===== src/rtl/instr_loader.sv =====
// instr_loader: packs received UART bytes big-endian into 32-bit words and writes them to instruction memory.
// Optional macro INSTR_LOADER_CHECKSUM_EN adds a trailing XOR checksum byte check after the halt word.
`timescale 1ns/1ps
module instr_loader #(
    parameter int unsigned BITS_SIZE  = 32,
    parameter int unsigned SIZE_TOTAL = 256,
    parameter logic [31:0] HALT_WORD  = 32'hFFFF_FFFF
) (
    input  logic                 i_clk,
    input  logic                 i_reset,
    input  logic                 i_start,
    input  logic [7:0]           i_rx_data,
    input  logic                 i_rx_done,
    output logic [BITS_SIZE-1:0] o_instruction_address,
    output logic [BITS_SIZE-1:0] o_instruction,
    output logic                 o_flag_write_intruc,
    output logic                 o_loading,
    output logic                 o_load_done,
    output logic                 o_error
);

    localparam int unsigned   SHIFT_W   = 24;
    localparam int unsigned   CNT_W     = 2;
    localparam logic [BITS_SIZE-1:0] ADDR_END  = BITS_SIZE'(SIZE_TOTAL);
    localparam logic [BITS_SIZE-1:0] ADDR_STEP = BITS_SIZE'(4);
    localparam logic [BITS_SIZE-1:0] HALT_CMP  = BITS_SIZE'(HALT_WORD);

    typedef enum logic [2:0] {
        S_IDLE  = 3'd0,
        S_BYTE  = 3'd1,
        S_WRITE = 3'd2,
`ifdef INSTR_LOADER_CHECKSUM_EN
        S_CHECK = 3'd3,
`endif
        S_DONE  = 3'd4,
        S_ERROR = 3'd5
    } state_e;

    state_e               state_q, state_d;
    logic [BITS_SIZE-1:0] addr_q, addr_d;
    logic [CNT_W-1:0]     cnt_q, cnt_d;
    logic [SHIFT_W-1:0]   shift_q, shift_d;
    logic [BITS_SIZE-1:0] instr_q, instr_d;
    logic                 wr_q, wr_d;
    logic                 loading_q, loading_d;
    logic                 done_q, done_d;
    logic                 err_q, err_d;
    logic [31:0]          packed_w;
`ifdef INSTR_LOADER_CHECKSUM_EN
    logic [7:0]           xor_q, xor_d;
`endif

    // Next-state and datapath; a byte arriving during WRITE starts the next word.
    always_comb begin
        state_d   = state_q;
        addr_d    = addr_q;
        cnt_d     = cnt_q;
        shift_d   = shift_q;
        instr_d   = instr_q;
        wr_d      = 1'b0;
        done_d    = done_q;
        err_d     = err_q;
        packed_w  = {shift_q, i_rx_data};
`ifdef INSTR_LOADER_CHECKSUM_EN
        xor_d     = xor_q;
`endif
        case (state_q)
            S_IDLE, S_DONE, S_ERROR: begin
                if (i_start) begin
                    state_d = S_BYTE;
                    addr_d  = '0;
                    cnt_d   = '0;
                    shift_d = '0;
                    done_d  = 1'b0;
                    err_d   = 1'b0;
`ifdef INSTR_LOADER_CHECKSUM_EN
                    xor_d   = '0;
`endif
                end
            end
            S_BYTE: begin
                if (i_rx_done) begin
                    shift_d = packed_w[SHIFT_W-1:0];
                    cnt_d   = cnt_q + 2'd1;
`ifdef INSTR_LOADER_CHECKSUM_EN
                    xor_d   = xor_q ^ i_rx_data;
`endif
                    if (cnt_q == 2'd3) begin
                        if (addr_q == ADDR_END) begin
                            state_d = S_ERROR;
                            err_d   = 1'b1;
                        end else begin
                            state_d = S_WRITE;
                            wr_d    = 1'b1;
                            instr_d = BITS_SIZE'(packed_w);
                        end
                    end
                end
            end
            S_WRITE: begin
                addr_d = addr_q + ADDR_STEP;
                if (instr_q == HALT_CMP) begin
`ifdef INSTR_LOADER_CHECKSUM_EN
                    // A byte landing in this cycle is already the checksum byte.
                    if (i_rx_done) begin
                        if (i_rx_data == xor_q) begin
                            state_d = S_DONE;
                            done_d  = 1'b1;
                        end else begin
                            state_d = S_ERROR;
                            err_d   = 1'b1;
                        end
                    end else begin
                        state_d = S_CHECK;
                    end
`else
                    state_d = S_DONE;
                    done_d  = 1'b1;
`endif
                end else begin
                    state_d = S_BYTE;
                    if (i_rx_done) begin
                        shift_d = packed_w[SHIFT_W-1:0];
                        cnt_d   = cnt_q + 2'd1;
`ifdef INSTR_LOADER_CHECKSUM_EN
                        xor_d   = xor_q ^ i_rx_data;
`endif
                    end
                end
            end
`ifdef INSTR_LOADER_CHECKSUM_EN
            S_CHECK: begin
                if (i_rx_done) begin
                    if (i_rx_data == xor_q) begin
                        state_d = S_DONE;
                        done_d  = 1'b1;
                    end else begin
                        state_d = S_ERROR;
                        err_d   = 1'b1;
                    end
                end
            end
`endif
            default: begin
                state_d = S_IDLE;
            end
        endcase
        loading_d = (state_d == S_BYTE) || (state_d == S_WRITE);
    end

    always_ff @(posedge i_clk or negedge i_reset) begin
        if (!i_reset) begin
            state_q   <= S_IDLE;
            addr_q    <= '0;
            cnt_q     <= '0;
            shift_q   <= '0;
            instr_q   <= '0;
            wr_q      <= 1'b0;
            loading_q <= 1'b0;
            done_q    <= 1'b0;
            err_q     <= 1'b0;
`ifdef INSTR_LOADER_CHECKSUM_EN
            xor_q     <= '0;
`endif
        end else begin
            state_q   <= state_d;
            addr_q    <= addr_d;
            cnt_q     <= cnt_d;
            shift_q   <= shift_d;
            instr_q   <= instr_d;
            wr_q      <= wr_d;
            loading_q <= loading_d;
            done_q    <= done_d;
            err_q     <= err_d;
`ifdef INSTR_LOADER_CHECKSUM_EN
            xor_q     <= xor_d;
`endif
        end
    end

    // addr_q only advances at the end of WRITE, so it is the write address while the strobe is high.
    assign o_instruction_address = addr_q;
    assign o_instruction         = instr_q;
    assign o_flag_write_intruc   = wr_q;
    assign o_loading             = loading_q;
    assign o_load_done           = done_q;
    assign o_error               = err_q;

endmodule


===== config.mk =====
export PLATFORM = sky130hd
export DESIGN_NAME = instr_loader
export DESIGN_NICKNAME = d
export VERILOG_FILES = /design/src/rtl/instr_loader.sv
export SDC_FILE = /design/constraint.sdc
export NUM_CORES = 1
export LEC_CHECK = 0
export ABC_CLOCK_PERIOD_IN_PS = 2500
export CAP_MARGIN = 25
export CORE_MARGIN = 2
export CORE_UTILIZATION = 50
export CTS_CLUSTER_SIZE = 40
export DETAILED_ROUTE_END_ITERATION = 12
export PLACE_DENSITY = 0.79
export SYNTH_ARGS = -nofsm -noshare
export SYNTH_HDL_FRONTEND = slang
export SYNTH_SLANG_ARGS = --single-unit

===== constraint.sdc =====
create_clock -name i_clk -period 2.5 [get_ports i_clk]
set_input_delay 0.625 -clock i_clk [delete_from_list [all_inputs] [get_ports i_clk]]
set_output_delay 0.625 -clock i_clk [all_outputs]
set_load 0.05 [all_outputs]

==> summary.txt <==
Placement
  – Dpl cells: 538
  – Dpl hpwl: 6710 microns
  – Gpl congestion: 0.875
  – IO Port Bufs: 77

Synth
  – Synthesized flop and latch total: 95
  – Top cell type's share of synthesized area: 0.555
  – Yosys warnings: 0
  – Top-count cell post-synth: dfrtp_1
  – Async S/R FF share, synth: 1.00
  – Biggest area consumer among synthesized cells: dfrtp_1
  – Syn Inst Count: 366
  – Main flop type after synthesis: dfrtp_1
  – Sequential share of the synthesized area: 0.555
  – Post-Syn Area: 0.00428 sq mm
  – Unique masters post-synth: 51
  – Syn Area/Cell: 11.7 sq um
  – Main area contributors after synthesis: dfrtp_1 56%, mux2_2 8.7%, a22o_1 5.1%
  – Commonest cells in the netlist: 95 x dfrtp_1, 33 x mux2_2, 31 x o21ai_0
  – Number of flops mapped to enable cells by yosys: 0

Drt
  – Top sig layer: met4
  – DR WL met3: 549 microns
  – Met2 routed WL: 4640 microns
  – Post-DR vias/cell: 5.95
  – Final antenna-violating net count: 0
  – Vias post-DR: 3,298
  – Wirelength per Cell: 17.6 microns
  – Starting DRT DRC Count: 181
  – Drc violations: 0
  – 1st-pass router iterations: 5
  – WL final: 9740 microns
  – DRT met1 WL: 4370 microns

Timing
  – Final hold vios: 0
  – Tmin final: 2.39 ns
  – Tcrit/Tclk final: 0.957
  – Fin. max-slew vios: 0
  – Setup violators final: 0
  – RSZ-0062 raised after global routing: no
  – Fmax: 418 MHz
  – Layout Skew: 0.0122 ns
  – Worst Max-Slew Pin Slew: 0.611 ns
  – Setup TNS: 0 ns
  – Slew HR: 0.593

Worst setup path
  – Crit path max-delay cell type: clkdlybuf4s50_1
  – Worst Path Arrival: 1.77 ns
  – Worst path cell trace: clkdlybuf4s50_1
  – Buf+Inv Stages, Crit Path: 1
  – Data required, critical path: 1.88 ns
  – CP Capture Type: output pin
  – Startpoint types: flop
  – CP max FO: 10
  – FF-to-FF Start: o_instruction_address[4]
  – Cell family contributing the most delay on the critical path: buffers and inverters
  – Max incr delay on CP: 0.87 ns
  – Worst Path Class, Setup: flop to output pin
  – Crit. Startpoint: o_instruction_address[9]

Clock tree
  – Post-CTS repair timing setup buffer count: 0
  – CTS Hold Bufs: 0
  – Clk buf depth: 2
  – Clock Sinks: 95
  – CTS buffer count: 9
  – CTS clk-pin slew, worst paths: 0.10 ns
  – H-tree depth: 3
  – Clock latency at the later pin of the worst-skew pair: 0.37 ns
  – Root buffer cell: clkbuf_8
  – CTS tree: done

Global routing
  – All-Layer GR Usage: 0.224
  – Number of global-route vias before repair: 3,151
  – Initial antenna violation count: 0
  – Grt ovf: 0
  – Largest net degree at the start of global routing: 41
  – First-pass GRT wire length: 15,900 microns

Floorplan
  – Chip Height: 96.5 microns
  – Die area: 0.00932 sq mm
  – Horiz. Die Dim: 96.5 microns
  – Row cnt: 33
  – I/O Pins: 80
  – CORE AREA: 0.00826 sq mm
  – Starting Density: 0.518

Layout
  – Area grow syn2layout: 25.5%
  – Final #Nets: 460
  – Non-Filler Instances: 554
  – Post-Route Utilization: 0.650
  – N_diodes: 0
  – # fillers: 638
  – Fraction of layout cells with a size suffix above 1: 0.158

Power and ir drop
  – Maximum vdd ir drop: 0.00107 V
  – Pwr/cell area: 1130 mW/mm^2
  – Static leakage: 0.00241 uW
  – Total Power: 6060 uW

Status
  – Status: finished, final reports clean

Min path
  – Hold/Removal Path Class: input pin to async pin

Job
  – Maxcap violations: 0
[stage by stage]
stage	worst slack (ns)	cell area, sq um	hold WS [ns]
after global placement	0.241	5150	0.475
after CTS	0.0402	5370	0.203
after global routing	0.00549	5370	0.223
final	0.108	5370	0.201
after floorplan	0.326	4280	0.329
after detailed placement	0.180	5150	0.474
[where the power goes]
| part | switching [uW] | internal, uW |
|---|---|---|
| registers | 439 | 2000 |
| logic | 1590 | 969 |
| clock network | 581 | 484 |
[layout make-up]
type,count,area (sq um),area share
sequential,95,2380,0.443
timing repair buffer,87,871,0.162
tap,105,131,0.0245
inverter,8,30.0,0.00559
clock inverter,7,91.3,0.0170
clock buffer,9,124,0.0231
multi-input combinational,243,1750,0.325
[worst paths after layout]
kind | end | slack (ns) | cells after the start
max in group asynchronous | o_instruction[2] | 1.64 | 2
hold reg to reg | o_error | 0.49 | 1
setup / recovery | o_instruction_address[9] | 0.11 | 1
min in group i_clk | o_error | 0.49 | 1
setup reg to reg | o_instruction[13] | 0.31 | 6
hold / removal | o_instruction_address[21] | 0.20 | 1
[cell families (layout without fill, tap and decap cells)]
family	count (synthesis)	count (layout)	share of synthesized area
flops	95	95	0.555
mux	39	39	0.101
fa+ha+maj	4	4	0.0117
buf+inv	29	111	0.0377
simple gates	105	105	0.145
compound gates	91	91	0.144
other cells	1	2	0.000876
xor+xnor	2	2	0.00409
[metal layers]
layer	GRT usage	vias to the layer above
met5	0	-
li1	-	1522
met4	0.0810	0
met2	0.340	118
met3	0.0497	16
met1	0.317	1642
[what timing repair did]
action / in CTS / in global routing
gates resized for setup: 0 / 1
endpoints found under the setup margin: 0 / 1
endpoints found under the hold margin: 0 / 0
[registers in the layout, indices dropped and copies added (netlist names)]
name                   count
o_loading                  1
state_q                    3
shift_q                   24
o_instruction_address     30
cnt_q                      2
o_load_done                1
o_instruction             32
o_error                    1
o_flag_write_intruc        1
[layout by cell type (no fill, tap or decap), types with 3 or more instances in the layout]
master,count
dfrtp_1,95
clkdlybuf4s50_1,75
mux2_2,33
o21ai_0,31
nand2_1,26
a22o_1,25
nand3_1,19
nand4_1,14
nor2_1,11
clkbuf_8,9
buf_4,9
inv_1,8
nor4_1,8
a21oi_1,8
o31ai_1,7
mux2i_1,6
a31oi_1,4
o211ai_1,4
ha_1,4
and4_1,3
and3_1,3
Note: power is estimated with default switching activity, not from simulation.
